File: config.mk
export PLATFORM = sky130hd
export DESIGN_NAME = serv_vpu_issue_q
export DESIGN_NICKNAME = d
export VERILOG_FILES = /design/src/rtl/serv_vpu_issue_q.sv
export SDC_FILE = /design/constraint.sdc
export NUM_CORES = 1
export LEC_CHECK = 0
export BUFFER_PORTS_ARGS = -buffer_cell sky130_fd_sc_hd__buf_2
export CORE_MARGIN = 2
export CORE_UTILIZATION = 50
export DETAILED_ROUTE_END_ITERATION = 8
export GPL_TIMING_DRIVEN = 1
export HOLD_SLACK_MARGIN = 0.1
export PLACE_DENSITY = 0.72
export RECOVER_POWER = 50
export SLEW_MARGIN = 20
export SYNTH_ARGS = -nofsm -noshare
export SYNTH_HDL_FRONTEND = slang
export SYNTH_SLANG_ARGS = --single-unit
export TNS_END_PERCENT = 20
File: constraint.sdc
create_clock -name clk -period 8.19 [get_ports clk]
set_input_delay 1.638 -clock clk [delete_from_list [all_inputs] [get_ports clk]]
set_output_delay 1.638 -clock clk [all_outputs]
set_load 0.005 [all_outputs]
File: src/rtl/serv_vpu_issue_q.sv
// ---------------------------------------------------------------------------
// serv_vpu_issue_q
//
// Issue queue between the SERV core's extension/VPU interface and the vector
// execution backend. It captures each vector or FP load/store command that the
// core presents, acknowledges it with a one-cycle o_ext_ready pulse, and holds
// it in a DEPTH-entry FIFO. This lets the bit-serial core run ahead of the
// backend. Vector-config ops (vsetvl*, OP-V with funct3=3'b111) are also
// queued. Their acknowledge waits for the backend's scalar result (the new vl),
// and that result is returned on o_ext_rd.
//
// Optional feature (macro VPU_ISSUE_PERF_EN):
//   Adds the 32-bit wrapping counters o_perf_issued (one per enqueue) and
//   o_perf_full_stall (one per IDLE cycle in which the core waits on a full
//   FIFO). When the macro is undefined, neither the ports nor the counters
//   exist.
//
// Parameters:
//   DEPTH  FIFO entries, a power of two and >= 2
//   PTR_W  pointer width, derived from DEPTH
//
// Ports:
//   clk, i_rst_n        clock; asynchronous active-low reset
//   i_vpu_valid         core command request, held until o_ext_ready
//   i_vector_op,
//   i_load_fp_op,
//   i_store_fp_op       op class
//   i_funct3, i_funct6,
//   i_vm, i_mop,
//   i_vd, i_vs1, i_vs2  decoded instruction fields
//   i_rs1, i_rs2        scalar operand values
//   o_ext_ready         single-cycle accept/complete pulse to the core
//   o_ext_rd            scalar result (non-zero only for config ops, only
//                       while o_ext_ready=1)
//   o_cmd_valid/
//   i_cmd_ready/
//   o_cmd_data          FIFO head handshake to the backend; the packed layout
//                       is {rs2,rs1,vs2,vs1,vd,mop,vm,funct6,funct3,store,load}
//                       with load at bit 0
//   i_res_valid/
//   i_res_data          backend scalar result for config ops
//   o_busy              FIFO non-empty or handshake FSM not idle
// ---------------------------------------------------------------------------
module serv_vpu_issue_q #(
    parameter  int DEPTH = 4,
    localparam int PTR_W = $clog2(DEPTH)
) (
    input  logic        clk,
    input  logic        i_rst_n,
    input  logic        i_vpu_valid,
    input  logic        i_vector_op,
    input  logic        i_load_fp_op,
    input  logic        i_store_fp_op,
    input  logic [2:0]  i_funct3,
    input  logic [5:0]  i_funct6,
    input  logic        i_vm,
    input  logic [1:0]  i_mop,
    input  logic [4:0]  i_vd,
    input  logic [4:0]  i_vs1,
    input  logic [4:0]  i_vs2,
    input  logic [31:0] i_rs1,
    input  logic [31:0] i_rs2,
    output logic        o_ext_ready,
    output logic [31:0] o_ext_rd,
    output logic        o_cmd_valid,
    input  logic        i_cmd_ready,
    output logic [92:0] o_cmd_data,
    input  logic        i_res_valid,
    input  logic [31:0] i_res_data,
    output logic        o_busy
`ifdef VPU_ISSUE_PERF_EN
    ,
    output logic [31:0] o_perf_issued,
    output logic [31:0] o_perf_full_stall
`endif
);

    localparam int              CMD_W    = 93;
    localparam logic [PTR_W:0]  FULL_CNT = (PTR_W + 1)'(DEPTH);

    typedef enum logic [1:0] {
        IDLE     = 2'd0,
        WAIT_RES = 2'd1,
        RESP     = 2'd2,
        GUARD    = 2'd3
    } state_t;

    state_t             state;
    logic [PTR_W-1:0]   wr_ptr;
    logic [PTR_W-1:0]   rd_ptr;
    logic [PTR_W:0]     count;
    logic [CMD_W-1:0]   mem [DEPTH];

    logic               is_cfg;
    logic               fifo_full;
    logic               fifo_empty;
    logic               push;
    logic               pop;
    logic [CMD_W-1:0]   cmd_in;

    logic               ext_ready_q;
    logic [31:0]        ext_rd_q;

    assign is_cfg     = i_vector_op & (i_funct3 == 3'b111);
    assign fifo_full  = (count == FULL_CNT);
    assign fifo_empty = (count == '0);

    // Fullness is judged on the count before this cycle's pop. A slot freed in
    // this cycle therefore only becomes usable in the next cycle, which keeps
    // the push decision independent of the backend's ready.
    assign push = (state == IDLE) & i_vpu_valid & ~fifo_full;
    assign pop  = ~fifo_empty & i_cmd_ready;

    assign cmd_in = {i_rs2, i_rs1, i_vs2, i_vs1, i_vd, i_mop, i_vm,
                     i_funct6, i_funct3, i_store_fp_op, i_load_fp_op};

    // ---- FIFO storage: data only, written at the enqueue edge, no reset ----
    always_ff @(posedge clk) begin
        if (push) begin
            mem[wr_ptr] <= cmd_in;
        end
    end

    // ---- FIFO pointers and occupancy ----
    always_ff @(posedge clk or negedge i_rst_n) begin
        if (!i_rst_n) begin
            wr_ptr <= '0;
            rd_ptr <= '0;
            count  <= '0;
        end else begin
            if (push) begin
                wr_ptr <= wr_ptr + PTR_W'(1);
            end
            if (pop) begin
                rd_ptr <= rd_ptr + PTR_W'(1);
            end
            case ({push, pop})
                2'b10:   count <= count + (PTR_W + 1)'(1);
                2'b01:   count <= count - (PTR_W + 1)'(1);
                default: count <= count;
            endcase
        end
    end

    assign o_cmd_valid = ~fifo_empty;
    assign o_cmd_data  = mem[rd_ptr];

    // ---- Core handshake FSM with registered ready/rd outputs ----
    // ext_ready_q is high exactly while in RESP. ext_rd_q carries the latched
    // config result during RESP and is zero in every other cycle, so the core
    // never sees a stale result.
    always_ff @(posedge clk or negedge i_rst_n) begin
        if (!i_rst_n) begin
            state       <= IDLE;
            ext_ready_q <= 1'b0;
            ext_rd_q    <= '0;
        end else begin
            case (state)
                IDLE: begin
                    ext_ready_q <= 1'b0;
                    ext_rd_q    <= '0;
                    if (push) begin
                        if (is_cfg) begin
                            state <= WAIT_RES;
                        end else begin
                            state       <= RESP;
                            ext_ready_q <= 1'b1;
                        end
                    end
                end
                WAIT_RES: begin
                    if (i_res_valid) begin
                        state       <= RESP;
                        ext_ready_q <= 1'b1;
                        ext_rd_q    <= i_res_data;
                    end
                end
                RESP: begin
                    state       <= GUARD;
                    ext_ready_q <= 1'b0;
                    ext_rd_q    <= '0;
                end
                GUARD: begin
                    // The core still holds valid in the cycle after ready.
                    // Skipping one cycle stops that command from being queued
                    // twice.
                    state       <= IDLE;
                    ext_ready_q <= 1'b0;
                    ext_rd_q    <= '0;
                end
                default: begin
                    state       <= IDLE;
                    ext_ready_q <= 1'b0;
                    ext_rd_q    <= '0;
                end
            endcase
        end
    end

    assign o_ext_ready = ext_ready_q;
    assign o_ext_rd    = ext_rd_q;
    assign o_busy      = ~fifo_empty | (state != IDLE);

`ifdef VPU_ISSUE_PERF_EN
    // ---- Performance counters ----
    logic [31:0] perf_issued_q;
    logic [31:0] perf_full_stall_q;

    always_ff @(posedge clk or negedge i_rst_n) begin
        if (!i_rst_n) begin
            perf_issued_q     <= '0;
            perf_full_stall_q <= '0;
        end else begin
            if (push) begin
                perf_issued_q <= perf_issued_q + 32'd1;
            end
            if ((state == IDLE) && i_vpu_valid && fifo_full) begin
                perf_full_stall_q <= perf_full_stall_q + 32'd1;
            end
        end
    end

    assign o_perf_issued     = perf_issued_q;
    assign o_perf_full_stall = perf_full_stall_q;
`endif

endmodule

==> qor.yml, run 1 <==
status: "finished, violations left"
violations: "max-capacitance violations, max-slew violations"
cts_tree: "yes"
yosysSeqAreaShare: 0.7940
swShare: 0.2647
grt_start_max_net_pins: 62
gp_congestion: 0.7600
p_per_area_nw_per_um2: 322.7
hpwl_um: 18400
grt_pass1_vias: 8027
core_area_um2: 30430
crit_buf_inv: 2
hold_end: "o_ext_rd[5]"
cts_buffer_depth: 3
p_clk_frac: 0.309
fin_setup_tns_ns: 0
arrival_ns: 4.20
hold_viol: 0
fp.dieW_um: 179.5
critPathTopFamily: "flip-flops"
grt_overflow: 0
setup_viol_count_final: 0
grt_pass1_wl_um: 46240
layout-drive-gt1-share: 0.3333
grt_usage: 0.1869
yosys_warnings: 0
reg2reg_from: "state[1]"
io-pin-count: 259
fin_hold_ws_ns: 0.4623
firstDrtPassIters: 4
antenna_found_initial: 3
switchingPower_mw: 1.554
maxCapViolations: 3
crit_path_max_incr_delay_ns: 1.88
setup.worst_path.start_class: "flip-flop"
multi_input_comb_area_um2: 2873
synth_seq_cells: 414
cts.root.buffer_cell: "clkbuf_16"
drtIter0Drc: 462
max_freq_ghz: 0.1712
h-tree-depth: 2
synth.avg_cell_area_um2: 22.28
antenna_left: 0
p_comb_frac: 0.232
ff2ff_path_depth: 5
period_needed_ns: 5.841
worstPathCellList: "buf_4, mux4_2, buf_2"
crit_path_top_delay_cell: "dfrtp_1"
peakVddDrop_mv: 0.1690
p_leak_nw: 6.481
die_h_um: 179.5
final_cell_mix: "edfxtp_1, buf_2, clkbuf_1, mux4_2, nand2_1"
drc_errors: 0
power_frac_seq: 0.458
clock_skew_ns: 0.01123
synth.distinct_cells: 31
syn_to_final_growth_pct: 18.18
die-area_um2: 32200
rows: 64
post_drt_wl_per_cell_um: 21.47
crit_type: "flip-flop to output pin"
regArea_um2: 12230
cts.sinks: 414
drt-vias-per-instance: 5.371
ctsHoldBuffers: 0
netlist.area_leader.share: 0.7257
cts_resized: 0
hp-class: "flip-flop to flip-flop"
fillers: 2249
maxSlewViolCount: 115
cts_buffers: 42
tightestPinTransition_ns: 2.566
required_ns: 6.55
post_cts_buffers: 0
max_slew_margin: -0.7118
synth.largest_area_cell: "edfxtp_1"
io_buffers: 258
initial_core_util: 0.5058
num_vias: 7503
finalCritPeriodShare: 0.7132
crit_path_end_kind: "output pin"
reg2reg_setup_slack_ns: 3.76
clock_latency_ns: 0.52
cp-startpoint: "rd_ptr[0]"
syn_nets: 833
syn_area_um2: 15390
cp_max_fo: 44
final_common_cell: "edfxtp_1"
rsz0062_at_grt: "false"
hold_depth: 2
path_clk_slew_ns: 0.06
synthCells: 691
worstReg2RegEnd: "mem[3][83]"
synthTopCellsByArea: "edfxtp_1, mux4_2, dfrtp_1"
p_int_mw: 4.316
wl_um: 29990
worstHoldStart: "o_ext_rd[5]"
nets: 1111
## power by group through the flow
stage	sequential [mW]	combinational, mW	clock (mW)
4_1_cts	2.70	1.40	1.86
2_1_floorplan	2.63	1.00	0
6_report	2.69	1.36	1.81
5_1_grt	2.73	1.49	1.93
3_5_place_dp	2.74	1.40	0
3_3_place_gp	2.73	1.37	0
## worst min-delay path: stages (launching register included)
cell     delay [ns]
dfrtp_1        0.34
nand2_1        0.05
nand2_1        0.05
## flip-flops by register name, indices dropped and copies added (netlist names)
register,cells
wr_ptr,2
count,3
o_ext_rd,32
state,2
rd_ptr,2
mem,372
o_ext_ready,1
## cells by family (layout without fill, tap and decap cells)
kind of cell,count (synthesis),in the layout,synth area share
compound gates,5,5,0.001951
other cells,0,2,0
simple gates,116,116,0.03333
fa+ha+maj,11,11,0.009429
mux,96,96,0.1381
xor+xnor,6,6,0.003415
flops,414,414,0.7940
buf+inv,43,351,0.01975
## routing by layer
| metal | share of wire | up-vias | global-route usage | wire length, um |
|---|---|---|---|---|
| li1 | - | 3338 | - | - |
| met1 | 0.40 | 3846 | 0.2442 | 12070 |
| met2 | 0.51 | 282 | 0.3200 | 15170 |
| met3 | 0.077 | 35 | 0.04680 | 2313 |
| met4 | 0.014 | 2 | 0.04228 | 418 |
| met5 | 0.00043 | - | 0 | 13 |
## cell type report
type / count / share of cell area
multi-input combinational: 234 / 0.1579
clock inverter: 22 / 0.01039
sequential: 414 / 0.6721
timing repair buffer: 267 / 0.06796
inverter: 10 / 0.002063
clock buffer: 52 / 0.06211
antenna: 2 / 0.0002751
tap: 396 / 0.02724
## cell usage after synthesis
cell,count
dfrtp_1,42
a31oi_1,1
inv_1,10
mux2i_1,2
o21ai_1,1
nand3b_1,1
edfxtp_1,372
a21oi_2,1
nor3_1,1
buf_6,2
mux2_2,1
clkbuf_1,3
nand3_1,32
buf_2,12
o21ai_0,2
nand2_1,69
xor2_1,3
xnor2_1,3
fa_1,1
nor2_1,2
nand2b_1,2
and3_1,1
and2_1,5
buf_1,6
buf_12,6
mux4_2,93
nor2b_1,1
buf_4,4
ha_1,10
or3b_1,1
and4_1,1
## how the worst max path moves through the flow
stage / to / slack, ns / cells after the start
2_1_floorplan: mem[0][0] / 3.66 / 3
3_3_place_gp: o_cmd_data[71] / 3.92 / 3
3_5_place_dp: o_cmd_data[4] / 3.87 / 3
4_1_cts: o_cmd_data[4] / 3.31 / 3
5_1_grt: o_cmd_data[4] / 1.78 / 3
6_report: o_cmd_data[4] / 2.35 / 3
## through the flow
| stage | cells | setup slack, ns | utilization | cell area [um^2] | total power [mW] |
|---|---|---|---|---|---|
| CTS | 1395 | 3.309 | 0.6020 | 18320 | 5.966 |
| detailed placement | 1321 | 3.872 | 0.5587 | 17000 | 4.138 |
| global route | 1395 | 1.783 | 0.5977 | 18190 | 6.151 |
| floorplan | 691 | 3.664 | - | 15390 | 3.636 |
| finish | 1397 | 2.349 | 0.5978 | 18190 | 5.870 |
| global placement | 1321 | 3.917 | 0.5587 | 17000 | 4.108 |
Note: power is estimated with default switching activity, not from simulation.
==> run 2: changes to the inputs <==
--- a/config.mk
+++ b/config.mk
@@ -5,13 +5,14 @@
 export SDC_FILE = /design/constraint.sdc
 export NUM_CORES = 1
 export LEC_CHECK = 0
+export ABC_AREA = 1
 export BUFFER_PORTS_ARGS = -buffer_cell sky130_fd_sc_hd__buf_2
 export CORE_MARGIN = 2
 export CORE_UTILIZATION = 50
 export DETAILED_ROUTE_END_ITERATION = 8
 export GPL_TIMING_DRIVEN = 1
 export HOLD_SLACK_MARGIN = 0.1
-export PLACE_DENSITY = 0.72
+export PLACE_DENSITY = 0.75
 export RECOVER_POWER = 50
 export SLEW_MARGIN = 20
 export SYNTH_ARGS = -nofsm -noshare
==> constraint.sdc (replaced) <==
create_clock -name clk -period 4.7 [get_ports clk]
set_input_delay 0.94 -clock clk [delete_from_list [all_inputs] [get_ports clk]]
set_output_delay 0.94 -clock clk [all_outputs]
set_load 0.005 [all_outputs]
==> qor.yml, run 2 <==
status: "finished, violations left"  # unchanged
violations: "max-capacitance violations, max-slew violations"  # unchanged
post_cts_buffers: 0  # unchanged
crit_type: "flip-flop to flip-flop"  # was flip-flop to output pin
syn_to_final_growth_pct: 17.06  # was 18.18%
crit_path_max_incr_delay_ns: 1.90  # was 1.88 ns
antenna_found_initial: 5  # was 3
cts_resized: 0  # unchanged
netlist.area_leader.share: 0.7103  # was 0.7257
synthCells: 1128  # was 691
core_area_um2: 30750  # was 30,430 um^2
drc_errors: 0  # unchanged
yosys_warnings: 0  # unchanged
grt_start_max_net_pins: 188  # was 62
crit_buf_inv: 3  # was 2
ys.flop_type: "edfxtp_1"  # unchanged
peakVddDrop_mv: 0.5398  # was 0.1690 mV
post_drt_wl_per_cell_um: 18.99  # was 21.47 um
grt_pass1_vias: 9689  # was 8,027
p_leak_nw: 6.553  # was 6.481 nW
h-tree-depth: 2  # unchanged
hpwl_um: 19010  # was 18,400 um
clock_latency_ns: 0.53  # was 0.52 ns
syn_nets: 1270  # was 833
tightestPinTransition_ns: 2.790  # was 2.566 ns
final_cell_mix: "edfxtp_1, nor2_1, o21ai_0, buf_2, clkbuf_1"  # was edfxtp_1, buf_2, clkbuf_1, mux4_2, nand2_1
yosys-top-cells-count: "edfxtp_1, nor2_1, o21ai_0"  # was edfxtp_1, mux4_2, nand2_1
finalCritPeriodShare: 0.8395
synth.largest_area_cell: "edfxtp_1"  # unchanged
drtIter0Drc: 911  # was 462
arrival_ns: 4.03  # was 4.20 ns
critPathTopFamily: "buffers and inverters"  # was flip-flops
synth_most_common_cell: "edfxtp_1"  # unchanged
hold_viol: 0  # unchanged
io_buffers: 258  # unchanged
rsz0062_at_grt: "false"  # unchanged
grt_usage: 0.2060  # was 0.1869
synth-edff-count: 372  # unchanged
ctsHoldBuffers: 0  # unchanged
setup.worst_path.start_class: "flip-flop"  # unchanged
cts.sinks: 414  # unchanged
synthArstFlopShare: 0.1014  # unchanged
initial_core_util: 0.5114  # was 0.5058
hp-class: "flip-flop to flip-flop"  # unchanged
max_slew_margin: -0.8603  # was -0.7118
multi_input_comb_area_um2: 3048  # was 2873 um^2
drt-vias-per-instance: 5.505  # was 5.371
cts_buffers: 41  # was 42
grt_overflow: 0  # unchanged
num_vias: 9870  # was 7,503
firstDrtPassIters: 7  # was 4
total_power_mw: 11.20  # was 5.870 mW
syn_area_um2: 15730  # was 15,390 um^2
period_needed_ns: 3.946
regArea_um2: 12230  # about the same
die-area_um2: 32890  # was 32,200 um^2
gp_congestion: 0.7773  # was 0.7600
fillers: 2411  # was 2,249
worstPathCellList: "inv_1, ha_1, nand2_1, inv_1, nand2_1, nor2_4, clkbuf_2"  # was buf_4, mux4_2, buf_2
antenna_left: 0  # unchanged
clock_skew_ns: 0.01551  # was 0.01123 ns
die_h_um: 181.4  # was 179.5 um
maxCapViolations: 3  # unchanged
wl_um: 34050  # was 29,990 um
rows: 64  # unchanged
synth.avg_cell_area_um2: 13.94  # was 22.28 um^2
crit_path_top_delay_cell: "clkbuf_2"  # was dfrtp_1
fin_setup_tns_ns: 0  # unchanged
io-pin-count: 259  # unchanged
final_common_cell: "edfxtp_1"  # unchanged
cts.root.buffer_cell: "clkbuf_16"  # unchanged
synthTopCellsByArea: "edfxtp_1, dfrtp_1, o21ai_0"  # was edfxtp_1, mux4_2, dfrtp_1
p_per_area_nw_per_um2: 608.3  # was 322.7 nW/um^2
synth.distinct_cells: 23  # was 31
cts_buffer_depth: 3  # unchanged
largest_reg_flops: 372  # unchanged
max_freq_ghz: 0.2534
crit_path_end_kind: "flip-flop"  # was output pin
nets: 1506  # was 1,111
setup_viol_count_final: 0  # unchanged
cts_tree: "yes"  # unchanged
grt_pass1_wl_um: 53140  # was 46,240 um
synth_seq_cells: 414  # unchanged
path_clk_slew_ns: 0.06  # about the same
fp.dieW_um: 181.4  # was 179.5 um
layout-drive-gt1-share: 0.1578  # was 0.3333
cp_max_fo: 93  # was 44
top_register: "mem"  # unchanged
maxSlewViolCount: 231  # was 115
yosysSeqAreaShare: 0.7772  # was 0.7940
required_ns: 4.79  # was 6.55 ns
## run 2: cell types whose count changed after synthesis, moves of 26 or more
| cell | delta |
|---|---|
| o21ai_0 | +162 |
| mux4_2 | -93 |
| o21ai_1 | +26 |
| o22ai_1 | +93 |
| clkbuf_1 | +42 |
| nand3_1 | +36 |
| nor2_1 | +194 |
## run 2: worst paths after layout
| check | depth (start not counted) | start | end | slack (ns) |
|---|---|---|---|---|
| setup / recovery | 7 | state[1] | mem[2][56] | 0.75 |
| hold / removal | 1 | count[0] | count[0] | 0.50 |
| setup reg to reg | 7 | state[1] | mem[2][56] | 0.75 |
| hold reg to reg | 1 | count[0] | count[0] | 0.50 |
| max in group asynchronous | 1 | i_rst_n | rd_ptr[0] | 2.06 |
| min in group asynchronous | 1 | i_rst_n | count[2] | 1.07 |
## run 2: through the flow
| step | utilization | hold slack [ns] | setup WS [ns] | cell area [um^2] | cells |
|---|---|---|---|---|---|
| detailed placement | 0.5623 | 0.4911 | 1.373 | 17290 | 1717 |
| CTS | 0.6039 | 0.5029 | 1.023 | 18570 | 1790 |
| global route | 0.5986 | 0.5227 | 0.4805 | 18410 | 1792 |
| floorplan | - | 0.4684 | -0.8670 | 15730 | 1128 |
| finish | 0.5987 | 0.5042 | 0.7544 | 18410 | 1793 |
| global placement | 0.5623 | 0.4874 | 1.373 | 17290 | 1717 |
## run 2: logic make-up (layout without fill, tap and decap cells)
family,Yosys count,after routing,synth area share
simple gates,321,321,0.08219
buf+inv,93,359,0.03111
compound gates,285,285,0.09810
flops,414,414,0.7772
xor+xnor,4,4,0.002228
other cells,0,3,0
fa+ha+maj,11,11,0.009229
## run 2: metal layers
layer,vias to the layer above,global-route usage,wire (um)
met5,-,0,24
met4,4,0.06081,822
met3,64,0.04959,2876
li1,4638,-,-
met2,375,0.3304,16120
met1,4789,0.2826,14200
## run 2: layout make-up
class / count / share of cell area
Sequential cell: 414 / 0.6642
Clock buffer: 54 / 0.06008
Clock inverter: 19 / 0.009447
Multi-Input combinational cell: 621 / 0.1656
Inverter: 19 / 0.004146
Timing Repair Buffer: 267 / 0.06926
Tap cell: 396 / 0.02691
Antenna cell: 3 / 0.0004078
## run 2: power breakdown
group          switching (mW)  internal (mW)
clock network            1.31           1.78
registers               0.183           4.56
logic                    2.22           1.14
total                    3.71           7.49
==> run 3: changes to the inputs <==
--- a/config.mk
+++ b/config.mk
@@ -12,7 +12,7 @@
 export DETAILED_ROUTE_END_ITERATION = 8
 export GPL_TIMING_DRIVEN = 1
 export HOLD_SLACK_MARGIN = 0.1
-export PLACE_DENSITY = 0.75
+export PLACE_DENSITY = 0.72
 export RECOVER_POWER = 50
 export SLEW_MARGIN = 20
 export SYNTH_ARGS = -nofsm -noshare
==> constraint.sdc (replaced) <==
create_clock -name clk -period 4 [get_ports clk]
set_input_delay 0.8 -clock clk [delete_from_list [all_inputs] [get_ports clk]]
set_output_delay 0.8 -clock clk [all_outputs]
set_load 0.005 [all_outputs]
==> qor.yml, run 3 (synthesis results as in run 2) <==
cts.root.buffer_cell: "clkbuf_16"  # unchanged
ctsHoldBuffers: 0  # unchanged
arrival_ns: 2.46  # was 4.03 ns
rows: 64  # unchanged
final_common_cell: "edfxtp_1"  # unchanged
grt_start_max_net_pins: 188  # unchanged
cp_max_fo: 94  # was 93
core_area_um2: 30750  # unchanged
p_per_area_nw_per_um2: 710.1  # was 608.3 nW/um^2
antenna_left: 0  # unchanged
rsz0062_at_grt: "false"  # unchanged
drt-vias-per-instance: 5.467  # was 5.505
io-pin-count: 259  # unchanged
worstPathCellList: "buf_4, o21ai_0, o22ai_1, buf_2"  # was inv_1, ha_1, nand2_1, inv_1, nand2_1, nor2_4, clkbuf_2
nets: 1515  # was 1,506
tightestPinTransition_ns: 2.251  # was 2.790 ns
final_cell_mix: "edfxtp_1, nor2_1, o21ai_0, buf_2, clkbuf_1"  # unchanged
final_cell_area_um2: 18510  # was 18,410 um^2
fillers: 2435  # was 2,411
power_frac_seq: 0.418  # was 0.424
max_freq_ghz: 0.3063
wl_um: 34180  # was 34,050 um
multi_input_comb_area_um2: 3038  # was 3048 um^2
grt_usage: 0.2074  # was 0.2060
firstDrtPassIters: 5  # was 7
maxSlewViolCount: 43  # was 231
peakVddDrop_mv: 0.6480  # was 0.5398 mV
cts_tree: "yes"  # unchanged
total_power_mw: 13.14  # was 11.20 mW
num_vias: 9863  # was 9,870
initial_core_util: 0.5114  # unchanged
hold_viol: 0  # unchanged
cts_buffers: 42  # was 41
max_slew_margin: -0.5004  # was -0.8603
clock_skew_ns: 0.01289  # was 0.01551 ns
status: "finished, violations left"  # unchanged
p_comb_frac: 0.307  # was 0.300
swShare: 0.3301  # was 0.3315
grt_overflow: 0  # unchanged
p_clk_frac: 0.275  # was 0.276
die-area_um2: 32890  # unchanged
period_needed_ns: 3.265
syn_to_final_growth_pct: 17.67  # was 17.06%
crit_path_max_incr_delay_ns: 0.79  # was 1.90 ns
post_drt_wl_per_cell_um: 18.94  # was 18.99 um
critPathTopFamily: "buffers and inverters"  # unchanged
grt_pass1_vias: 9818  # was 9,689
io_buffers: 258  # unchanged
fp.dieW_um: 181.4  # unchanged
path_clk_slew_ns: 0.06  # about the same
drtIter0Drc: 845  # was 911
hpwl_um: 19720  # was 19,010 um
maxCapViolations: 1  # was 3
setup_viol_count_final: 0  # unchanged
required_ns: 3.20  # was 4.79 ns
gp_congestion: 0.7418  # was 0.7773
setup.worst_path.start_class: "flip-flop"  # unchanged
h-tree-depth: 2  # unchanged
crit_type: "flip-flop to output pin"  # was flip-flop to flip-flop
grt_pass1_wl_um: 53620  # was 53,140 um
finalCritPeriodShare: 0.8162
drc_errors: 0  # unchanged
crit_buf_inv: 2  # was 3
post_cts_buffers: 0  # unchanged
finish.utilization: 0.6018  # was 0.5987
regArea_um2: 12230  # unchanged
clock_latency_ns: 0.54  # was 0.53 ns
crit_path_end_kind: "output pin"  # was flip-flop
placed_cell_area_um2: 17380  # was 17,290 um^2
violations: "max-capacitance violations, max-slew violations"  # unchanged
cts_resized: 0  # unchanged
switchingPower_mw: 4.338  # was 3.712 mW
largest_reg_flops: 372  # unchanged
cts_buffer_depth: 3  # unchanged
p_leak_nw: 6.604  # was 6.553 nW
top_register: "mem"  # unchanged
antenna_found_initial: 2  # was 5
layout-drive-gt1-share: 0.1616  # was 0.1578
die_h_um: 181.4  # unchanged
cts.sinks: 414  # unchanged
crit_path_top_delay_cell: "buf_4"  # was clkbuf_2
p_int_mw: 8.803  # was 7.487 mW
hp-class: "input port to flip-flop"  # was flip-flop to flip-flop
fin_hold_ws_ns: 0.4961  # was 0.5042 ns
## run 3: final cells by class
class                           instances  area share
Antenna cell                            3   0.0004057
Clock buffer                           56     0.05964
Clock inverter                         20    0.008857
Inverter                               19    0.004124
Multi-Input combinational cell        621      0.1642
Sequential cell                       414      0.6607
Tap cell                              396     0.02677
Timing Repair Buffer                  275     0.07532
## run 3: power by group through the flow
stage               Sequential [mW]  Combinational [mW]  Clock [mW]
global placement               5.56                4.04           0
finish                         5.49                4.03        3.61
detailed placement             5.57                4.11           0
CTS                            5.49                4.13        3.67
floorplan                      5.62                2.48           0
global route                   5.54                4.52        3.85
## run 3: per-layer routing
metal,routed length (um),global-route usage,vias up
li1,-,-,4663
met1,14440,0.2791,4818
met2,16310,0.3346,323
met3,2672,0.05523,59
met4,758,0.06114,0
met5,0,0,-
## run 3: metrics by stage
step	TNS [ns]	setup WS, ns	std cells
6_report	0	0.7351	1804
4_1_cts	0	0.6993	1801
5_1_grt	0	0.6137	1802
3_3_place_gp	0	1.369	1725
2_1_floorplan	-530.84	-1.427	1128
3_5_place_dp	0	1.350	1725
## run 3: worst min-delay path: cells and delay by family
kind,cells,cell delay [ns]
buffers and inverters,1,0.08
AND/OR/NAND/NOR,2,0.11
## run 3: worst paths after layout
path | startpoint | to | slack (ns) | depth (start not counted)
max | rd_ptr[1] | o_cmd_data[44] | 0.74 | 4
min | i_res_data[11] | o_ext_rd[11] | 0.50 | 3
max reg2reg | state[1] | mem[1][33] | 0.99 | 7
min reg2reg | o_ext_rd[22] | o_ext_rd[22] | 0.51 | 2
max in group asynchronous | i_rst_n | rd_ptr[0] | 1.48 | 1
min in group asynchronous | i_rst_n | rd_ptr[1] | 0.94 | 1
